**src/rtl/zigbee_phase_diff_slicer.sv**
```systemverilog
// -----------------------------------------------------------------------------
// zigbee_phase_diff_slicer
//
// Purpose:
//   Frequency discriminator for the O-QPSK/MSK receive path. Takes the wrapped
//   phase difference between consecutive valid CORDIC phase samples, integrates
//   OSR differences per chip, slices each integral to one chip (1 = positive
//   frequency) and packs CHIPS_PER_WORD chips into a word for the despreader.
//
// Ports:
//   clk         in   1               clock, rising edge
//   reset_n     in   1               asynchronous reset, active-low
//   win         in   W_SIZE          signed phase, full scale 2^W_SIZE = 360 deg
//   iValid      in   1               win qualifier, gaps of any length allowed
//   align       in   1               synchronous restart of chip/word timing
//   chip_out    out  1               sliced chip, 1 = positive frequency
//   chip_valid  out  1               one-cycle pulse, chip_out valid
//   chip_word   out  CHIPS_PER_WORD  packed chips, first chip at MSB
//   word_valid  out  1               one-cycle pulse, chip_word valid
// -----------------------------------------------------------------------------
module zigbee_phase_diff_slicer #(
  parameter int W_SIZE         = 6,
  parameter int OSR            = 4,
  parameter int CHIPS_PER_WORD = 32
) (
  input  logic                      clk,
  input  logic                      reset_n,
  input  logic [W_SIZE-1:0]         win,
  input  logic                      iValid,
  input  logic                      align,
  output logic                      chip_out,
  output logic                      chip_valid,
  output logic [CHIPS_PER_WORD-1:0] chip_word,
  output logic                      word_valid
);

  localparam int ACC_SIZE = W_SIZE + $clog2(OSR) + 1;
  localparam int SC_W     = (OSR > 1) ? $clog2(OSR) : 1;
  localparam int CC_W     = (CHIPS_PER_WORD > 1) ? $clog2(CHIPS_PER_WORD) : 1;

  localparam logic [SC_W-1:0] SC_LAST = SC_W'(OSR - 1);
  localparam logic [SC_W-1:0] SC_ONE  = SC_W'(1);
  localparam logic [CC_W-1:0] CC_LAST = CC_W'(CHIPS_PER_WORD - 1);
  localparam logic [CC_W-1:0] CC_ONE  = CC_W'(1);

  // State registers
  logic [W_SIZE-1:0]         prev_phase_r;
  logic                      ref_ok_r;
  logic [ACC_SIZE-1:0]       acc_r;
  logic [SC_W-1:0]           sample_cnt_r;
  logic [CC_W-1:0]           chip_cnt_r;
  logic [CHIPS_PER_WORD-2:0] shreg_r;
  logic                      chip_out_r;
  logic                      chip_valid_r;
  logic [CHIPS_PER_WORD-1:0] chip_word_r;
  logic                      word_valid_r;

  // Combinational datapath
  logic [W_SIZE-1:0]   d_s;
  logic [ACC_SIZE-1:0] d_ext_s;
  logic [ACC_SIZE-1:0] sum_s;
  logic                diff_en_s;
  logic                chip_end_s;
  logic                word_end_s;
  logic                chip_s;

  // Wrapped phase difference, integration and chip/word completion decode
  always_comb begin
    d_s        = {W_SIZE{1'b0}};
    d_ext_s    = {ACC_SIZE{1'b0}};
    sum_s      = {ACC_SIZE{1'b0}};
    diff_en_s  = 1'b0;
    chip_end_s = 1'b0;
    word_end_s = 1'b0;
    chip_s     = 1'b0;

    // W_SIZE-bit subtraction wraps naturally into [-180, +180) deg
    d_s     = win - prev_phase_r;
    d_ext_s = {{(ACC_SIZE-W_SIZE){d_s[W_SIZE-1]}}, d_s};
    sum_s   = acc_r + d_ext_s;

    if (iValid && ref_ok_r && !align) begin
      diff_en_s = 1'b1;
    end else begin
      diff_en_s = 1'b0;
    end

    if (diff_en_s && (sample_cnt_r == SC_LAST)) begin
      chip_end_s = 1'b1;
    end else begin
      chip_end_s = 1'b0;
    end

    if (chip_end_s && (chip_cnt_r == CC_LAST)) begin
      word_end_s = 1'b1;
    end else begin
      word_end_s = 1'b0;
    end

    // A zero integral slices to 0: strictly positive only
    if (!sum_s[ACC_SIZE-1] && (sum_s != {ACC_SIZE{1'b0}})) begin
      chip_s = 1'b1;
    end else begin
      chip_s = 1'b0;
    end
  end

  // Reference tracking, integration, slicing and chip packing
  always_ff @(posedge clk or negedge reset_n) begin
    if (!reset_n) begin
      prev_phase_r <= {W_SIZE{1'b0}};
      ref_ok_r     <= 1'b0;
      acc_r        <= {ACC_SIZE{1'b0}};
      sample_cnt_r <= {SC_W{1'b0}};
      chip_cnt_r   <= {CC_W{1'b0}};
      shreg_r      <= {(CHIPS_PER_WORD-1){1'b0}};
      chip_out_r   <= 1'b0;
      chip_valid_r <= 1'b0;
      chip_word_r  <= {CHIPS_PER_WORD{1'b0}};
      word_valid_r <= 1'b0;
    end else if (align) begin
      // Partial chip/word is dropped; chip_out and chip_word keep last values
      acc_r        <= {ACC_SIZE{1'b0}};
      sample_cnt_r <= {SC_W{1'b0}};
      chip_cnt_r   <= {CC_W{1'b0}};
      shreg_r      <= {(CHIPS_PER_WORD-1){1'b0}};
      chip_valid_r <= 1'b0;
      word_valid_r <= 1'b0;
      if (iValid) begin
        prev_phase_r <= win;
        ref_ok_r     <= 1'b1;
      end else begin
        ref_ok_r     <= 1'b0;
      end
    end else begin
      chip_valid_r <= 1'b0;
      word_valid_r <= 1'b0;
      if (iValid) begin
        prev_phase_r <= win;
        ref_ok_r     <= 1'b1;
      end else begin
        prev_phase_r <= prev_phase_r;
      end

      if (chip_end_s) begin
        acc_r        <= {ACC_SIZE{1'b0}};
        sample_cnt_r <= {SC_W{1'b0}};
        chip_out_r   <= chip_s;
        chip_valid_r <= 1'b1;
        shreg_r      <= {shreg_r[CHIPS_PER_WORD-3:0], chip_s};
        if (word_end_s) begin
          chip_word_r  <= {shreg_r, chip_s};
          word_valid_r <= 1'b1;
          chip_cnt_r   <= {CC_W{1'b0}};
        end else begin
          chip_cnt_r   <= chip_cnt_r + CC_ONE;
        end
      end else if (diff_en_s) begin
        acc_r        <= sum_s;
        sample_cnt_r <= sample_cnt_r + SC_ONE;
      end else begin
        acc_r        <= acc_r;
      end
    end
  end

  assign chip_out   = chip_out_r;
  assign chip_valid = chip_valid_r;
  assign chip_word  = chip_word_r;
  assign word_valid = word_valid_r;

endmodule

```
**config.mk**
```make
export PLATFORM = sky130hd
export DESIGN_NAME = zigbee_phase_diff_slicer
export DESIGN_NICKNAME = d
export VERILOG_FILES = /design/src/rtl/zigbee_phase_diff_slicer.sv
export SDC_FILE = /design/constraint.sdc
export NUM_CORES = 1
export LEC_CHECK = 0
export CAP_MARGIN = 20
export CORE_MARGIN = 4
export CORE_UTILIZATION = 35
export DETAILED_ROUTE_END_ITERATION = 12
export PLACE_DENSITY = 0.58
export REMOVE_ABC_BUFFERS = 1
export SETUP_SLACK_MARGIN = 0.02
export SYNTH_ARGS = -nofsm -noshare
export SYNTH_HDL_FRONTEND = slang
export SYNTH_SLANG_ARGS = --single-unit
```
**constraint.sdc**
```tcl
create_clock -name clk -period 5.8 [get_ports clk]
set_clock_uncertainty 0.2 [all_clocks]
set_input_delay 0.58 -clock clk [delete_from_list [all_inputs] [get_ports clk]]
set_output_delay 0.58 -clock clk [all_outputs]
set_load 0.005 [all_outputs]
```
# [Word level (Yosys, flattened, before mapping)]
# Index checks and enable logic that the tools add are counted.
# Widths: inputs -> output; s select.
[word_totals] inputBits=10 reg_bits=89 output_inout_bits=35
[op_classes] n_bitwise=1 muxes=23 add_sub_neg=4 n_eq_ne=2 reduce_logical=13
[op_table] op="$mux 31" count=2
[op_table] op="$mux 9" count=3
[op_table] op="$mux 5" count=3
[op_table] op="$mux 1" count=12
[op_table] op="$add 9x9->9" count=1
[op_table] op="$reduce_bool 9->1" count=1
[op_table] op="$mux 2" count=3
[op_table] op="$sub 6x6->6" count=1
[op_table] op="$add 5x1->5 const B" count=1
[op_table] op="$eq 5x5->1 const B" count=1
[op_table] op="$logic_and 1x1->1" count=5
[op_table] op="$reduce_bool 2->1" count=2
[op_table] op="$reduce_and 3->1" count=1
[op_table] op="$reduce_bool 3->1" count=1
[op_table] op="$add 2x1->2 const B" count=1
[op_table] op="$eq 2x2->1 const B" count=1
[op_table] op="$logic_not 1->1" count=2
[op_table] op="$reduce_and 2->1" count=1
[op_table] op="$not 1->1" count=1

# [Depth between registers and ports, before layout]
[logic_depth] ltp_word=10 ltp_mapped=14

# [Least setup slack after synthesis]
# No wires, ideal clock.
[synth_timing] path_type="input port to flip-flop" start="input port win[0]" end="register chip_out_r, in the netlist chip_out" n_path_buf=0 arrival_time_ns=3.279 t_required_ns=5.471 slack_ns=2.192 stages=14 cell_sequence="inv_1 > ha_1 > inv_1 > fa_1 > a21o_1 > a21oi_1 > xnor2_1 > ha_1 > a21o_1 > o21bai_2 > xor2_1 > or4_4 > nor3_4 > o31ai_1"
[synth_between] elab_chain_len=5
[synth_lines] element="from (decl)" line="28" text="input logic [W_SIZE-1:0] win,"
[synth_lines] element="$sub 6x6->6 (*)" line="78" text="d_s = win - prev_phase_r;"
[synth_lines] element="$add 9x9->9 (*)" line="80" text="sum_s = acc_r + d_ext_s;"
[synth_lines] element="$reduce_bool 9->1 or $logic_not 1->1 (tied branches)" line="101" text="if (!sum_s[ACC_SIZE-1] && (sum_s != {ACC_SIZE{1'b0}})) begin"
[synth_lines] element="$logic_and 1x1->1 (*)" line="101"
[synth_lines] element="$mux 1 (*)" line="101"
[synth_lines] element="to (signal assigned)" line="148" text="chip_out_r <= chip_s;"
[synth_lines] element="to (decl)" line="53" text="logic chip_out_r;"
# Mark *: on every way between the ends. The rest lies on a longest branch, timed or not.
# A chain may end at the register's enable or synchronous reset.

# [Worst setup path in the final report]
[layout_timing] start="input port win[0]" end="register chip_word_r[0], in the netlist chip_word[0]"
[layout_between] elab_chain_len=5
[layout_lines] element="$sub 6x6->6 (*)" line="78"
[layout_lines] element="$add 9x9->9 (*)" line="80"
[layout_lines] element="$reduce_bool 9->1 or $logic_not 1->1 (tied branches)" line="101"
[layout_lines] element="$logic_and 1x1->1 (*)" line="101"
[layout_lines] element="$mux 1 (*)" line="101"
[layout_lines] element="to (signal assigned)" line="119" text="chip_word_r <= {CHIPS_PER_WORD{1'b0}};"
[layout_lines] element="to (signal assigned)" line="152" text="chip_word_r <= {shreg_r, chip_s};"
[layout_lines] element="to (decl)" line="55" text="logic [CHIPS_PER_WORD-1:0] chip_word_r;"
# Marked as above.

==> impl_metrics.toml <==
[logic_synthesis]
ys_types = 42
synthTopCellsByArea = "dfrtp_1, mux2_2, nand2_1, ha_1, o21ai_0"
ys_ff_latch = 89
yosysTopAreaCell = "dfrtp_1"
yosys_warnings = 0
synth.top_cell.area_share_pct = 55.0
synth-async-reset-ratio_pct = 100
synth_area_um2 = 4050
synth_area_per_cell_um2 = 11.2
ys_seq_area_share_pct = 55.0
synth_cells = 362
synth_flop_cell = "dfrtp_1"
synth_edf_count = 0

[route]
dr.first_iter.drc_count = 122
wl_met2_um = 3520
wirelength_um = 7800
wl_met3_um = 502
num_vias = 2725
vias_per_cell = 4.94
detail_route.wl_per_cell_um = 14.1
ant_nets = 0
routed.top_layer = "met4"
wl_met1_um = 3640
drt_first_pass_iters = 4
drc = 0

[timing]
min_period_ns = 3.89
rsz0062_at_grt = "no"
period_share_pct = 67.0
tns_ns = 0
slew_viol_final = 0
hold_viol_final = 0
setup_violations = 0
max_freq_mhz = 257
slew_headroom_pct = 27.0
worstMarginPinSlew_ns = 1.09

[critical_path]
r2r_start = "prev_phase_r[0]"
worstReg2RegEnd = "chip_word[0]"
cp.arrival_ns = 3.87
cp-start-kind = "input port"
critical-path-top-delay-family = "compound AO/OA/AOI/OAI gates"
path_cells = "clkdlybuf4s50_1, inv_1, ha_1, inv_1, fa_1, a21o_1, a21oi_1, xnor2_1, ha_1, a21o_1, o21bai_2, xor2_1, or4_4, nor3_4, o31ai_1"
reg2reg_slack_ns = 2.28
crit_start = "win[0]"
cp_num_cells = 15
path_max_fanout = 4
critical-path-max-stage-delay_ns = 0.56
worstSetupPathType = "input port to register"
crit_buf_inv = 3
crit_required_ns = 5.79
reg2reg_depth = 13
slowest_stage = "or4_4"
critPathCaptureType = "register"

[grt]
grtUsageTotal_pct = 12.8
antenna_found_initial = 0
grt-ovfl-total = 0
grt_max_degree = 67
grt_pass1_wl_um = 13500
grt_pass1_vias = 2787

[hold_path]
worst_hold_path.endpoint = "acc_r[2]"
hold_path.class = "register to register"
hold_start = "acc_r[2]"
hold_depth = 2

[cts]
insertion_delay_ns = 0.34
ctsHtreeMaxLevel = 3
cts_buffers = 9
clockBufferDepth = 2
clockRootBuffer = "clkbuf_16"
cts_sinks = 89
tritoncts = "yes"
clk_pin_slew_ns = 0.06

[final_layout]
seqCellArea_um2 = 2230
final_area_um2 = 4930
fillCellCount = 1103
area_growth_pct = 21.9
multi_input_area_um2 = 1680
drive_gt1_share_pct = 15.4
antenna_cells = 0
fin_nets = 432

[pwr]
p_leak_uw = 0.00233
combPwrFrac_pct = 17.0
clockPowerShare_pct = 41.3
max-vdd-ir-drop_v = 0.000237
p_int_uw = 1150
switching_share_pct = 26.8
power-per-cell-area_nw_per_um2 = 318
p_switching_uw = 420
seqPwrFrac_pct = 41.6

[run]
drv_cap = 0

[placed_design]
gp_congestion = 0.883
port_buffers = 44
place_hpwl_um = 4970
placed_cell_area_um2 = 4590

[die]
ios = 45
die_height_um = 116
initial_core_util_pct = 35.6
die_area_um2 = 13300
die_w_um = 116
fp-row-count = 39
core_area_um2 = 11400

[outcome]
status = "finished, final reports clean"
==> Yosys cell counts (3+ instances only) <==
cell type and number:
ha_1 16, o21ai_0 38, inv_1 13, xor2_1 9, o31ai_1 4, nand3_1 4, a22o_1 7, mux2_2 33
a21o_1 4, buf_6 3, dfrtp_1 89, buf_2 7, nand3b_1 5, clkbuf_1 6, nand2_1 76, nor2_1 6
a21oi_1 9
==> area by class of cell <==
class	instances	share of cell area, %
sequential	89	45.1
multi-input combinational	243	34.0
clock inverter	6	1.95
tap	143	3.63
inverter	14	1.07
timing repair buffer	47	9.38
clock buffer	10	4.84
==> routing by layer <==
layer / vias to the layer above / track usage, %
li1: 1320 / -
met1: 1332 / 16.7
met2: 60 / 19.7
met3: 13 / 5.01
met4: 0 / 4.15
met5: - / 0
==> logic make-up (layout without fill, tap and decap cells) <==
group	Yosys count	count (layout)	synth area share (%)
AND/OR/NAND/NOR	105	105	11.7
flip-flops	89	89	55.0
AO/OA/AOI/OAI	75	75	11.7
multiplexers	33	33	9.18
buffers and inverters	30	77	3.55
adder cells (fa/ha/maj)	18	18	5.94
XOR/XNOR	12	12	2.94
==> sequential cells by signal, indices dropped and copies added, names as in the netlist <==
name and count:
chip_out 1, chip_valid 1, ref_ok_r 1, chip_word 32, acc_r 9, sample_cnt_r 2
chip_cnt_r 5, prev_phase_r 6, shreg_r 31, word_valid 1
==> power groups by stage <==
stage | combinational (uW) | clock [uW] | sequential, uW
after floorplan | 200 | 0 | 662
after global placement | 259 | 0 | 666
after detailed placement | 266 | 0 | 666
after CTS | 269 | 672 | 654
after global routing | 297 | 698 | 656
final | 268 | 649 | 654
==> tightest hold or removal path, cell delays in order (launching register included) <==
cell	delay [ns]
dfrtp_1	0.35
nand2_1	0.06
o41ai_1	0.05
==> cells in the final DEF (no fill, tap or decap), drive strengths merged, types with 3 or more instances in the layout <==
master,n
a22o,8
a21o,4
nand3b,5
mux2,33
o21ai,38
nor3,3
a21oi,9
buf,3
dfrtp,89
nand3,4
clkdlybuf4s50,43
o31ai,4
nor2,6
clkbuf,10
ha,16
nand2,77
inv,17
xor2,9
==> repair_timing <==
action / 4_1_cts / 5_1_grt
endpoints found under the setup margin: 0 / 0
hold endpoints to repair: 25 / 0
buffers inserted: 0 / 0
hold buffers: 1 / 0
gates resized for setup: 0 / 0
==> worst max path at each step <==
stage                               to  slack (ns)
after CTS                 chip_word[0]        1.91
after detailed placement  chip_word[0]        1.56
after floorplan           chip_word[0]        2.17
after global routing      chip_word[0]        1.71
final                     chip_word[0]        1.91
after global placement    chip_word[0]        1.62
==> per-stage QoR <==
stage	setup slack, ns	utilization (%)	hold slack (ns)	cells	total power, uW
after floorplan	2.17	-	0.0844	346	862
after global placement	1.62	40.4	0.273	535	925
after detailed placement	1.56	40.4	0.282	535	932
after CTS	1.91	43.4	0.299	552	1600
after global routing	1.71	43.4	0.325	552	1650
final	1.91	43.4	0.290	552	1570
Note: power is estimated with default switching activity, not from simulation.
